===== src/rtl/voice_scheduler.sv =====
// Voice allocator for the synthesizer channels: event FSM with oldest-voice stealing,
// plus a free-running slot sequencer that presents each channel's tuning word in turn.
module voice_scheduler #(
  parameter int NUM_BITS     = 32,
  parameter int NUM_CHANNELS = 16,
  parameter int KEY_BITS     = 7
) (
  input  logic                    clk,
  input  logic                    rst,
  input  logic                    ev_valid,
  output logic                    ev_ready,
  input  logic                    ev_on,
  input  logic [KEY_BITS-1:0]     ev_key,
  input  logic [NUM_BITS-1:0]     ev_tuning,
  output logic [NUM_CHANNELS-1:0] slot_strobe,
  output logic [NUM_BITS-1:0]     slot_tuning,
  output logic                    slot_active,
  output logic [NUM_CHANNELS-1:0] voices_busy,
  output logic                    full
);
  localparam int AW = $clog2(NUM_CHANNELS);
  localparam logic [AW-1:0] LAST = AW'(NUM_CHANNELS - 1);

  typedef enum logic [1:0] {IDLE, SEARCH, COMMIT} state_t;

  state_t                  r_state;
  logic                    r_ev_ready;
  logic                    r_on;
  logic [KEY_BITS-1:0]     r_key;
  logic [NUM_BITS-1:0]     r_tun;
  logic [AW-1:0]           r_idx;
  logic                    r_has_match;
  logic                    r_has_free;
  logic [AW-1:0]           r_match;
  logic [AW-1:0]           r_free;
  logic [AW-1:0]           r_oldest;

  logic [NUM_CHANNELS-1:0] r_active;
  logic [KEY_BITS-1:0]     r_keys    [NUM_CHANNELS];
  logic [NUM_BITS-1:0]     r_tunings [NUM_CHANNELS];
  logic [AW-1:0]           r_ages    [NUM_CHANNELS];

  logic [AW-1:0]           r_slot;
  logic [NUM_CHANNELS-1:0] r_slot_strobe;
  logic [NUM_BITS-1:0]     r_slot_tuning;
  logic                    r_slot_active;

  logic [AW-1:0]           w_target;
  logic [AW-1:0]           w_target_age;
  logic                    w_alloc_free;

  always_comb begin
    w_target     = r_has_match ? r_match : (r_has_free ? r_free : r_oldest);
    w_target_age = r_ages[w_target];
    w_alloc_free = !r_has_match && r_has_free;
  end

  always_ff @(posedge clk) begin
    if (rst) begin
      r_state       <= IDLE;
      r_ev_ready    <= 1'b0;
      r_on          <= 1'b0;
      r_key         <= '0;
      r_tun         <= '0;
      r_idx         <= '0;
      r_has_match   <= 1'b0;
      r_has_free    <= 1'b0;
      r_match       <= '0;
      r_free        <= '0;
      r_oldest      <= '0;
      r_active      <= '0;
      r_slot        <= '0;
      r_slot_strobe <= '0;
      r_slot_tuning <= '0;
      r_slot_active <= 1'b0;
      for (int unsigned i = 0; i < NUM_CHANNELS; i++) begin
        r_keys[i]    <= '0;
        r_tunings[i] <= '0;
        r_ages[i]    <= '0;
      end
    end else begin
      r_slot        <= r_slot + 1'b1;
      r_slot_strobe <= NUM_CHANNELS'(1) << r_slot;
      r_slot_tuning <= r_active[r_slot] ? r_tunings[r_slot] : '0;
      r_slot_active <= r_active[r_slot];

      case (r_state)
        IDLE: begin
          r_ev_ready <= 1'b1;
          if (ev_valid && r_ev_ready) begin
            r_on        <= ev_on && (ev_tuning != '0);
            r_key       <= ev_key;
            r_tun       <= ev_tuning;
            r_idx       <= '0;
            r_has_match <= 1'b0;
            r_has_free  <= 1'b0;
            r_ev_ready  <= 1'b0;
            r_state     <= SEARCH;
          end
        end
        SEARCH: begin
          if (r_active[r_idx]) begin
            if (!r_has_match && r_keys[r_idx] == r_key) begin
              r_has_match <= 1'b1;
              r_match     <= r_idx;
            end
            if (r_ages[r_idx] == LAST) r_oldest <= r_idx;
          end else if (!r_has_free) begin
            r_has_free <= 1'b1;
            r_free     <= r_idx;
          end
          r_idx <= r_idx + 1'b1;
          if (r_idx == LAST) r_state <= COMMIT;
        end
        COMMIT: begin
          // Age shuffle keeps active ages a dense, unique 0..n-1 ranking (0 = newest).
          for (int unsigned i = 0; i < NUM_CHANNELS; i++) begin
            if (r_on) begin
              if (AW'(i) == w_target) begin
                r_active[i]  <= 1'b1;
                r_keys[i]    <= r_key;
                r_tunings[i] <= r_tun;
                r_ages[i]    <= '0;
              end else if (r_active[i] && (w_alloc_free || r_ages[i] < w_target_age)) begin
                r_ages[i] <= r_ages[i] + 1'b1;
              end
            end else if (r_has_match) begin
              if (AW'(i) == r_match) begin
                r_active[i]  <= 1'b0;
                r_tunings[i] <= '0;
                r_ages[i]    <= '0;
              end else if (r_active[i] && r_ages[i] > r_ages[r_match]) begin
                r_ages[i] <= r_ages[i] - 1'b1;
              end
            end
          end
          r_ev_ready <= 1'b1;
          r_state    <= IDLE;
        end
        default: r_state <= IDLE;
      endcase
    end
  end

  assign ev_ready    = r_ev_ready;
  assign slot_strobe = r_slot_strobe;
  assign slot_tuning = r_slot_tuning;
  assign slot_active = r_slot_active;
  assign voices_busy = r_active;
  assign full        = &r_active;
endmodule

===== config.mk =====
export PLATFORM = sky130hd
export DESIGN_NAME = voice_scheduler
export DESIGN_NICKNAME = d
export VERILOG_FILES = /design/src/rtl/voice_scheduler.sv
export SDC_FILE = /design/constraint.sdc
export NUM_CORES = 1
export LEC_CHECK = 0
export CAP_MARGIN = 20
export CORE_ASPECT_RATIO = 0.7
export CORE_UTILIZATION = 60
export CTS_CLUSTER_SIZE = 30
export DETAILED_ROUTE_END_ITERATION = 6
export MAX_ROUTING_LAYER = met4
export PLACE_DENSITY = 0.78
export SLEW_MARGIN = 25
export SYNTH_ARGS = -nofsm -noshare
export SYNTH_HDL_FRONTEND = slang
export SYNTH_SLANG_ARGS = --single-unit

===== constraint.sdc =====
create_clock -name clk -period 7.2 [get_ports clk]
set_clock_uncertainty 0.2 [all_clocks]
set_input_delay 1.44 -clock clk [delete_from_list [all_inputs] [get_ports clk]]
set_output_delay 1.44 -clock clk [all_outputs]
set_load 0.02 [all_outputs]

* Word-level counts from Yosys, hierarchy flattened
Memories as Yosys holds them, arrays and structs flattened. A register that Yosys moved wholly into a read port is not among the register bits.
Index checks and enable logic that the tools add are counted.
** Storage, ports and cells
- Register bits :: 98
- Memory bits (writable) :: 688
- Input port bits :: 43
- Output and inout port bits :: 67
- Word-level logic and storage cells :: 962
- Memories :: 3
** Memory list
- r_tunings :: depth 16, width 32, read ports 1, clocked after Yosys merged registers in 1, wr ports 16, RTL line 40 : logic [NUM_BITS-1:0] r_tunings [NUM_CHANNELS];
- r_keys :: depth 16, width 7, read ports 1, clocked after Yosys merged registers in 1, wr ports 16, RTL line 39 : logic [KEY_BITS-1:0] r_keys [NUM_CHANNELS];
- r_ages :: depth 16, width 4, read ports 19, clocked after Yosys merged registers in 2, wr ports 16, RTL line 41 : logic [AW-1:0] r_ages [NUM_CHANNELS];
** Cells by class
- Add/sub/neg operators :: 34
- Order comparisons :: 34
- Equal/unequal tests :: 56
- Shift-type cells :: 1
- Mux-type cells :: 587
- Bitwise gates (word level) :: 115
- Reduce and logical (&&, ||, !) cells :: 102
** Operators with widths (number)
- 2-to-1 mux 32 bit :: 32
- 2-to-1 mux 1 bit :: 457
- 2-to-1 mux 4 bit :: 73
- 2-to-1 mux 7 bit :: 16
- OR 1 bit :: 112
- adder 4 x 1 -> 4 bit (second input constant) :: 18
- AND reduction 4 bit :: 17
- equality test 4 bit (first input constant) :: 16
- greater-than comparator 4 bit :: 16
- less-than comparator 4 bit :: 16
- subtractor 4 x 1 -> 4 bit (second input constant) :: 16
- nonzero test 2 bit :: 19
- logical AND 1 bit :: 36
- equality test 3 x 4 -> 1 bit (first input constant) :: 8
- != test 2 x 1 -> 1 bit (second input constant) :: 16
- nonzero test 32 bit :: 1
- equality test 2 x 4 -> 1 bit (first input constant) :: 4
- logical OR 1 bit :: 16
- AND reduction 16 bit :: 1
- << shifter 1 x 4 -> 16 bit (first input constant) :: 1
- AND reduction 3 bit :: 4
- less-than comparator 4 x 5 -> 1 bit (second input constant) :: 2
- != test 2 bit (second input constant) :: 5
- binary-select mux 1 bit (select 4 bit) :: 2
- other kinds (15) :: 25

* Depth between registers and ports, before layout
Gate-level depths: netlist of the first run.
An unclocked memory read counts as a cell.
- Word-level depth :: 15
- Gate-level depth with buffers :: 18
- Depth with buffers taken out :: 15

* Least setup slack after synthesis of the first run
OpenSTA, ideal clock, no wires.
- Kind :: register to register
- Start :: reg r_match[2]
- End :: mem r_ages[7][0] (netlist bit) (enable)
- Setup time :: 0.317 ns
- Arrival time :: 5.259 ns
- Required time :: 6.683 ns
- Setup slack :: 1.424 ns
- Cell stages (with the launch flop) :: 6
- Buffers on the path :: 1
- Period minus slack after synthesis :: 5.776 ns
- Path through :: dfxtp_1 clkbuf_1 nand2b_1 or2_2 o311ai_0 nand3b_1
** RTL lines
- from (decl) :: RTL line 34 : logic [AW-1:0] r_match;
- from (signal assigned) :: RTL line 105 : r_match <= r_idx;
- to (decl) :: RTL line 41

==> flow_metrics.py, run 1 <==
metrics = {
    "floorplanning": {
        "core_sq_um": 68200,
        "die-height_um": 222,
        "num_rows": 80,
        "start_util_pct": 60.8,
        "die-area_sq_um": 70100,
        "io_pins": 110,
        "die_w_um": 316,
    },
    "global_route": {
        "grt_pass1_vias": 28600,
        "grt_overflow_total": 0,
        "grt_max_degree": 148,
        "antenna_found_initial": 12,
        "grt_usage_pct": 38.2,
        "grt_pass1_wl_um": 188000,
    },
    "route": {
        "wl_per_cell_um": 30.5,
        "vias": 29600,
        "route.antenna.remaining_nets": 0,
        "drtPass1Iterations": 7,
        "wirelength_um": 129000,
        "drc": 3,
        "routed_via_density": 7.00,
        "drtIter0Drc": 4440,
    },
    "synthesis": {
        "synth_ff_type": "edfxtp_1",
        "synth_top_cell_by_area": "edfxtp_1",
        "synth_top_family_by_area": "simple AND/OR/NAND/NOR gates",
        "synth_xor_area_share_pct": 0.233,
        "synth.avg_cell_area_sq_um": 12.9,
        "yosysMostFrequentCell": "edfxtp_1",
        "synthAdderAreaFrac_pct": 4.56,
        "ys_seq_area_share_pct": 56.5,
        "synthArstFlopShare_pct": 0,
        "muxShareOfSynthArea_pct": 13.1,
        "synth_warnings": 0,
        "synth_edf_count": 688,
        "syn_area_sq_um": 41400,
        "synth.area.top_cells": "edfxtp_1 50%, mux4_2 12%, dfxtp_1 6.7%",
        "ys_ff_latch": 826,
        "synth_common_cells": "688 x edfxtp_1, 311 x and2_1, 276 x and3_1, 214 x mux4_2, 207 x clkbuf_1",
        "synthDistinctLibCells": 69,
        "synth_compound_area_share_pct": 7.13,
        "syn_inst": 3222,
        "synth_top_area_share_pct": 49.9,
        "synth_fp_nets": 3416,
        "synth-simple-area-share_pct": 15.5,
    },
    "worst_setup_path": {
        "slowest_stage": "dfxtp_1",
        "crit_arrival_ps": 6060,
        "timing_worst_setup_path_type": "flip-flop to flip-flop",
        "cp-start-kind": "flip-flop",
        "worstPathMaxFanout": 24,
        "r2r_start": "r_has_match",
        "r2r_slack_ps": 1240,
        "end_kind": "flip-flop",
        "cpPeakStageDelay_ps": 830,
        "path_cells": "inv_1 > a21oi_2 > mux4_2 > nand2_1 > a21oi_1 > nor2_1 > buf_4 > ha_1 > a21o_1 > a2111oi_1 > o21ai_0 > and2_1 > nand4_1",
        "critPathRequiredTime_ps": 7310,
        "rr_worst_depth": 13,
        "r2r_end": "r_ages[13][1]",
    },
    "worst_hold_path": {
        "min_path_type": "flip-flop to flip-flop",
        "worstHoldStart": "r_oldest[2]",
        "whs_path_depth": 2,
        "holdPathEnd": "r_oldest[2]",
    },
    "sta": {
        "max_freq_mhz": 168,
        "finalHoldViolations": 0,
        "finalSetupTns_ps": 0,
        "period_minus_slack_ps": 5960,
        "min_period_over_period_pct": 82.7,
        "final_max_slew_viol_count": 0,
        "setup_violations": 0,
        "slew_headroom_pct": 27.2,
        "rsz0062_at_grt": "no",
        "tightest_slew_ps": 1090,
    },
    "clock_tree": {
        "cts_tree": "yes",
        "cts_hold_buf": 0,
        "post_cts_resize_count": 0,
        "cts_sinks": 826,
        "insertion_delay_ps": 650,
        "cts_buffers": 77,
        "root_buffer": "clkbuf_16",
        "postCtsSetupRepairBufs": 0,
        "clk_pin_slew_ps": 60,
        "h-tree-depth": 3,
        "clk_path_buf_depth": 3,
    },
    "finish": {
        "fin_nets": 3439,
        "fin_util_pct": 67.7,
        "drive_above_1_share_pct": 14.4,
        "area_growth_pct": 11.3,
        "fillers": 4618,
    },
    "placement": {
        "io_buffers": 109,
        "place_hpwl_um": 81300,
        "place_congestion": 1.01,
    },
    "pwr": {
        "combPwrFrac_pct": 8.5,
        "p_int_w": 0.00801,
        "ir_drop_mv": 0.171,
        "clock_power_share_pct": 39.3,
        "pwr-share-seq_pct": 52.3,
        "power.leakage_nw": 17.4,
        "netSwitchingPower_w": 0.00252,
        "p_sw_share_pct": 23.9,
        "p_per_area_nw_per_um2": 228,
    },
    "outcome": {
        "violations": "design-rule violations",
        "status": "finished with violations",
    },
    "job": {
        "maxCapViolCount": 0,
    },
}
-- sequential cells by signal, summed over array words and instances, names as in the netlist, named ones only --
signal	count
r_idx	4
r_slot	4
slot_tuning	32
voices_busy	16
r_tun	32
ev_ready	1
r_oldest	4
r_has_free	1
slot_strobe	16
r_on	1
r_state	2
r_keys	112
r_tunings	512
r_key	7
slot_active	1
r_free	4
r_ages	64
r_has_match	1
r_match	4
-- through the flow --
step | instance area [sq um] | hold WS [ps] | instances | total power (W) | worst slack (ps)
6_report | 46100 | 305 | 4220 | 0.0105 | 1240
5_1_grt | 46100 | 325 | 4219 | 0.0108 | 868
4_1_cts | 46100 | 311 | 4210 | 0.0105 | 1150
3_5_place_dp | 43500 | 297 | 4067 | 0.00647 | 1170
3_3_place_gp | 43500 | 282 | 4067 | 0.00642 | 1390
2_1_floorplan | 41400 | 260 | 3222 | 0.00612 | 1420
-- how the worst max path moves through the flow --
stage	from	end	slack, ps	depth (start not counted)
3_3_place_gp	r_has_match	r_ages[15][0]	1390	12
4_1_cts	r_has_match	r_ages[15][3]	1150	12
3_5_place_dp	r_has_match	r_ages[15][3]	1170	12
5_1_grt	r_has_match	r_ages[11][3]	870	14
2_1_floorplan	r_match[2]	r_ages[7][0]	1420	5
6_report	r_has_match	r_ages[13][1]	1240	13
-- layout by cell type (no fill, tap or decap), types with 10 or more instances in the layout --
cell type | synthesis | routed
clkbuf_1 | 207 | 24
a21o_1 | 20 | 13
nor2_1 | 169 | 157
nand3b_1 | 11 | 11
nand4_1 | 26 | 26
nor2b_1 | 30 | 30
a211oi_1 | 10 | 10
nor3_1 | 45 | 42
a21oi_1 | 151 | 146
and3_1 | 276 | 276
o21ai_0 | 81 | 78
nand2b_1 | 20 | 20
o21ai_1 | 8 | 10
nor4_1 | 14 | 14
clkdlybuf4s50_1 | 0 | 108
buf_4 | 3 | 73
a221oi_1 | 16 | 16
mux4_2 | 214 | 214
clkinv_2 | 0 | 12
o211ai_1 | 17 | 17
or3_1 | 10 | 10
mux2i_1 | 53 | 53
edfxtp_1 | 688 | 688
nand3_1 | 50 | 50
clkbuf_16 | 0 | 84
and2_1 | 311 | 311
a22oi_1 | 19 | 19
o21a_1 | 28 | 28
dfxtp_1 | 138 | 133
ha_1 | 151 | 151
inv_1 | 75 | 74
nand2_1 | 204 | 199
-- cell families (layout without fill, tap and decap cells) --
family                     after synthesis  count (layout)
buffers and inverters                  315             402
adders and majority gates              151             151
and+or+nand+nor                       1187            1187
other                                    0               9
DFF                                    826             826
muxes                                  275             275
AOI/OAI and AO/OA                      457             457
xor gates and xnor gates                11              11
-- cell type report --
cell class	instances	area, sq um	share of cell area (%)
sequential	826	23400	50.8
multi-input combinational	2081	17000	36.9
clock buffer	115	2290	4.96
timing repair buffer	184	1700	3.68
tap	902	1130	2.45
inverter	75	284	0.616
clock inverter	28	229	0.497
antenna	9	22.5	0.0488
-- power groups by stage --
stage	registers [W]	clock network [W]	logic, W
after floorplan	0.00551	0	0.000607
final	0.00551	0.00413	0.000891
after global routing	0.00552	0.00430	0.000946
after CTS	0.00550	0.00414	0.000875
after global placement	0.00558	0	0.000841
after detailed placement	0.00560	0	0.000868
-- worst max-delay path, delay by kind of cell (launching register included) --
family	cells	cell delay [ps]
flip-flops	1	830
multiplexers	1	620
buffers and inverters	2	730
adder cells (fa/ha/maj)	1	280
AND/OR/NAND/NOR	4	1120
AO/OA/AOI/OAI	5	1830
-- routing by layer --
layer	global-route usage [%]	routed length, um
met5	-	0
met4	11.0	3490
met3	12.7	19700
met2	52.0	55300
met1	54.6	50200
No activity file was read; power rests on OpenSTA's default activity.
==> run 2: changes to the inputs <==
==> constraint.sdc (replaced) <==
create_clock -name clk -period 5.9 [get_ports clk]
set_clock_uncertainty 0.2 [all_clocks]
set_input_delay 1.18 -clock clk [delete_from_list [all_inputs] [get_ports clk]]
set_output_delay 1.18 -clock clk [all_outputs]
set_load 0.02 [all_outputs]
==> run 2 against run 1 <==
Against the previous run:
- the run now ends clean
- first-iteration DRC count fell by 3.6%
- wire length is 3.2% higher
- utilization is 0.45 points higher
- register-to-register slack got worse by 560 ps
- combinational power up 25%
- setup slack worse by 560 ps
- die area did not move
==> flow_metrics.py, run 2 (synthesis gave the netlist of run 1 again) <==
metrics = {
    "outcome": {
        "status": "completed",
    },
    "route": {
        "routed_via_density": 7.05,
        "route.antenna.remaining_nets": 0,
        "drtPass1Iterations": 6,
        "wl_per_cell_um": 31.3,
        "drtIter0Drc": 4279,
        "vias": 29900,
        "drc": 0,
        "wirelength_um": 133000,
    },
    "global_route": {
        "grt_pass1_vias": 28800,
        "grt_usage_pct": 39.2,
        "antenna_found_initial": 13,
        "grt_max_degree": 106,
        "grt_overflow_total": 0,
        "grt_pass1_wl_um": 192000,
    },
    "placement": {
        "io_buffers": 109,
        "place_inst": 4093,
        "place_hpwl_um": 84500,
        "place_congestion": 0.995,
    },
    "finish": {
        "final_cells": 4247,
        "layout.cells.most_common": "edfxtp_1",
        "top_register": "r_tunings",
        "reg_top3": "r_tunings x512, r_keys x112, r_ages x64",
        "drive_above_1_share_pct": 15.2,
        "final_cell_mix": "688 x edfxtp_1, 311 x and2_1, 276 x and3_1",
        "area_growth_pct": 12.0,
        "fin_nets": 3466,
        "largest_reg_flops": 512,
    },
    "sta": {
        "tightest_slew_ps": 1170,
        "setup_violations": 0,
        "period_minus_slack_ps": 5210,
        "final_max_slew_viol_count": 0,
        "max_freq_mhz": 192,
        "slew_headroom_pct": 21.6,
        "rsz0062_at_grt": "no",
        "finalSetupTns_ps": 0,
        "finalHoldViolations": 0,
        "min_period_over_period_pct": 88.4,
    },
    "worst_setup_path": {
        "crit_arrival_ps": 5340,
        "r2r_slack_ps": 690,
        "timing_worst_setup_path_type": "flip-flop to flip-flop",
        "critPathRequiredTime_ps": 6020,
        "worstPathMaxFanout": 15,
        "cp-start-kind": "flip-flop",
        "end_kind": "flip-flop",
    },
    "pwr": {
        "ir_drop_mv": 0.287,
        "power.leakage_nw": 17.6,
        "p_per_area_nw_per_um2": 281,
        "power_w": 0.0130,
    },
    "job": {
        "maxCapViolCount": 0,
    },
    "clock_tree": {
        "cts_buffers": 79,
        "cts_hold_buf": 0,
        "postCtsSetupRepairBufs": 0,
        "insertion_delay_ps": 660,
        "h-tree-depth": 3,
        "cts_sinks": 826,
        "cts_tree": "yes",
        "root_buffer": "clkbuf_16",
        "clk_path_buf_depth": 3,
        "post_cts_resize_count": 0,
        "clk_pin_slew_ps": 70,
    },
    "floorplanning": {
        "die-height_um": 222,
        "io_pins": 110,
        "die-area_sq_um": 70100,
        "num_rows": 80,
        "die_w_um": 316,
        "core_sq_um": 68200,
        "start_util_pct": 60.8,
    },
    "worst_hold_path": {
        "min_path_type": "flip-flop to flip-flop",
    },
}
## run 2: where the power goes
part	internal [W]	switching, W
logic	0.000466	0.000639
clock network	0.00293	0.00229
registers	0.00652	0.000200
## run 2: through the flow
stage	instance area, sq um	hold slack [ps]	worst slack [ps]	util (%)
2_1_floorplan	41400	260	124	-
3_3_place_gp	43700	279	911	64.1
3_5_place_dp	43800	287	822	64.2
4_1_cts	46400	303	807	68.1
5_1_grt	46400	331	362	68.1
6_report	46400	302	686	68.1
## run 2: path summary, 6_finish.rpt
check | endpoint | from | cells after the start
max reg2reg | r_ages[13][3] | r_has_match | 13
min reg2reg | r_oldest[3] | r_oldest[3] | 2
min | r_oldest[3] | r_oldest[3] | 2
max | r_ages[13][3] | r_has_match | 13
## run 2: layout make-up
class	instances	area [sq um]
Antenna cell	8	20.0
Clock buffer	115	2310
Clock inverter	31	332
Fill cell	4596	21700
Inverter	75	284
Multi-Input combinational cell	2081	17000
Sequential cell	826	23400
Tap cell	902	1130
Timing Repair Buffer	209	1910
## run 2: critical path, stage by stage (launching register included)
cell and delay [ps]:
dfxtp_1 610, inv_1 320, a21oi_2 840, mux4_2 600, nand2_1 90, a21oi_1 80, nor2_1 170, buf_4 230
ha_1 270, a21o_1 170, a2111oi_1 460, o21ai_0 340, and2_1 290, nand4_1 190
## run 2: routing by layer
layer / global-route usage, % / part of all wire [%]
met1: 56.6 / 40
met2: 52.6 / 42
met3: 13.0 / 15
met4: 12.1 / 3.1
met5: - / 0
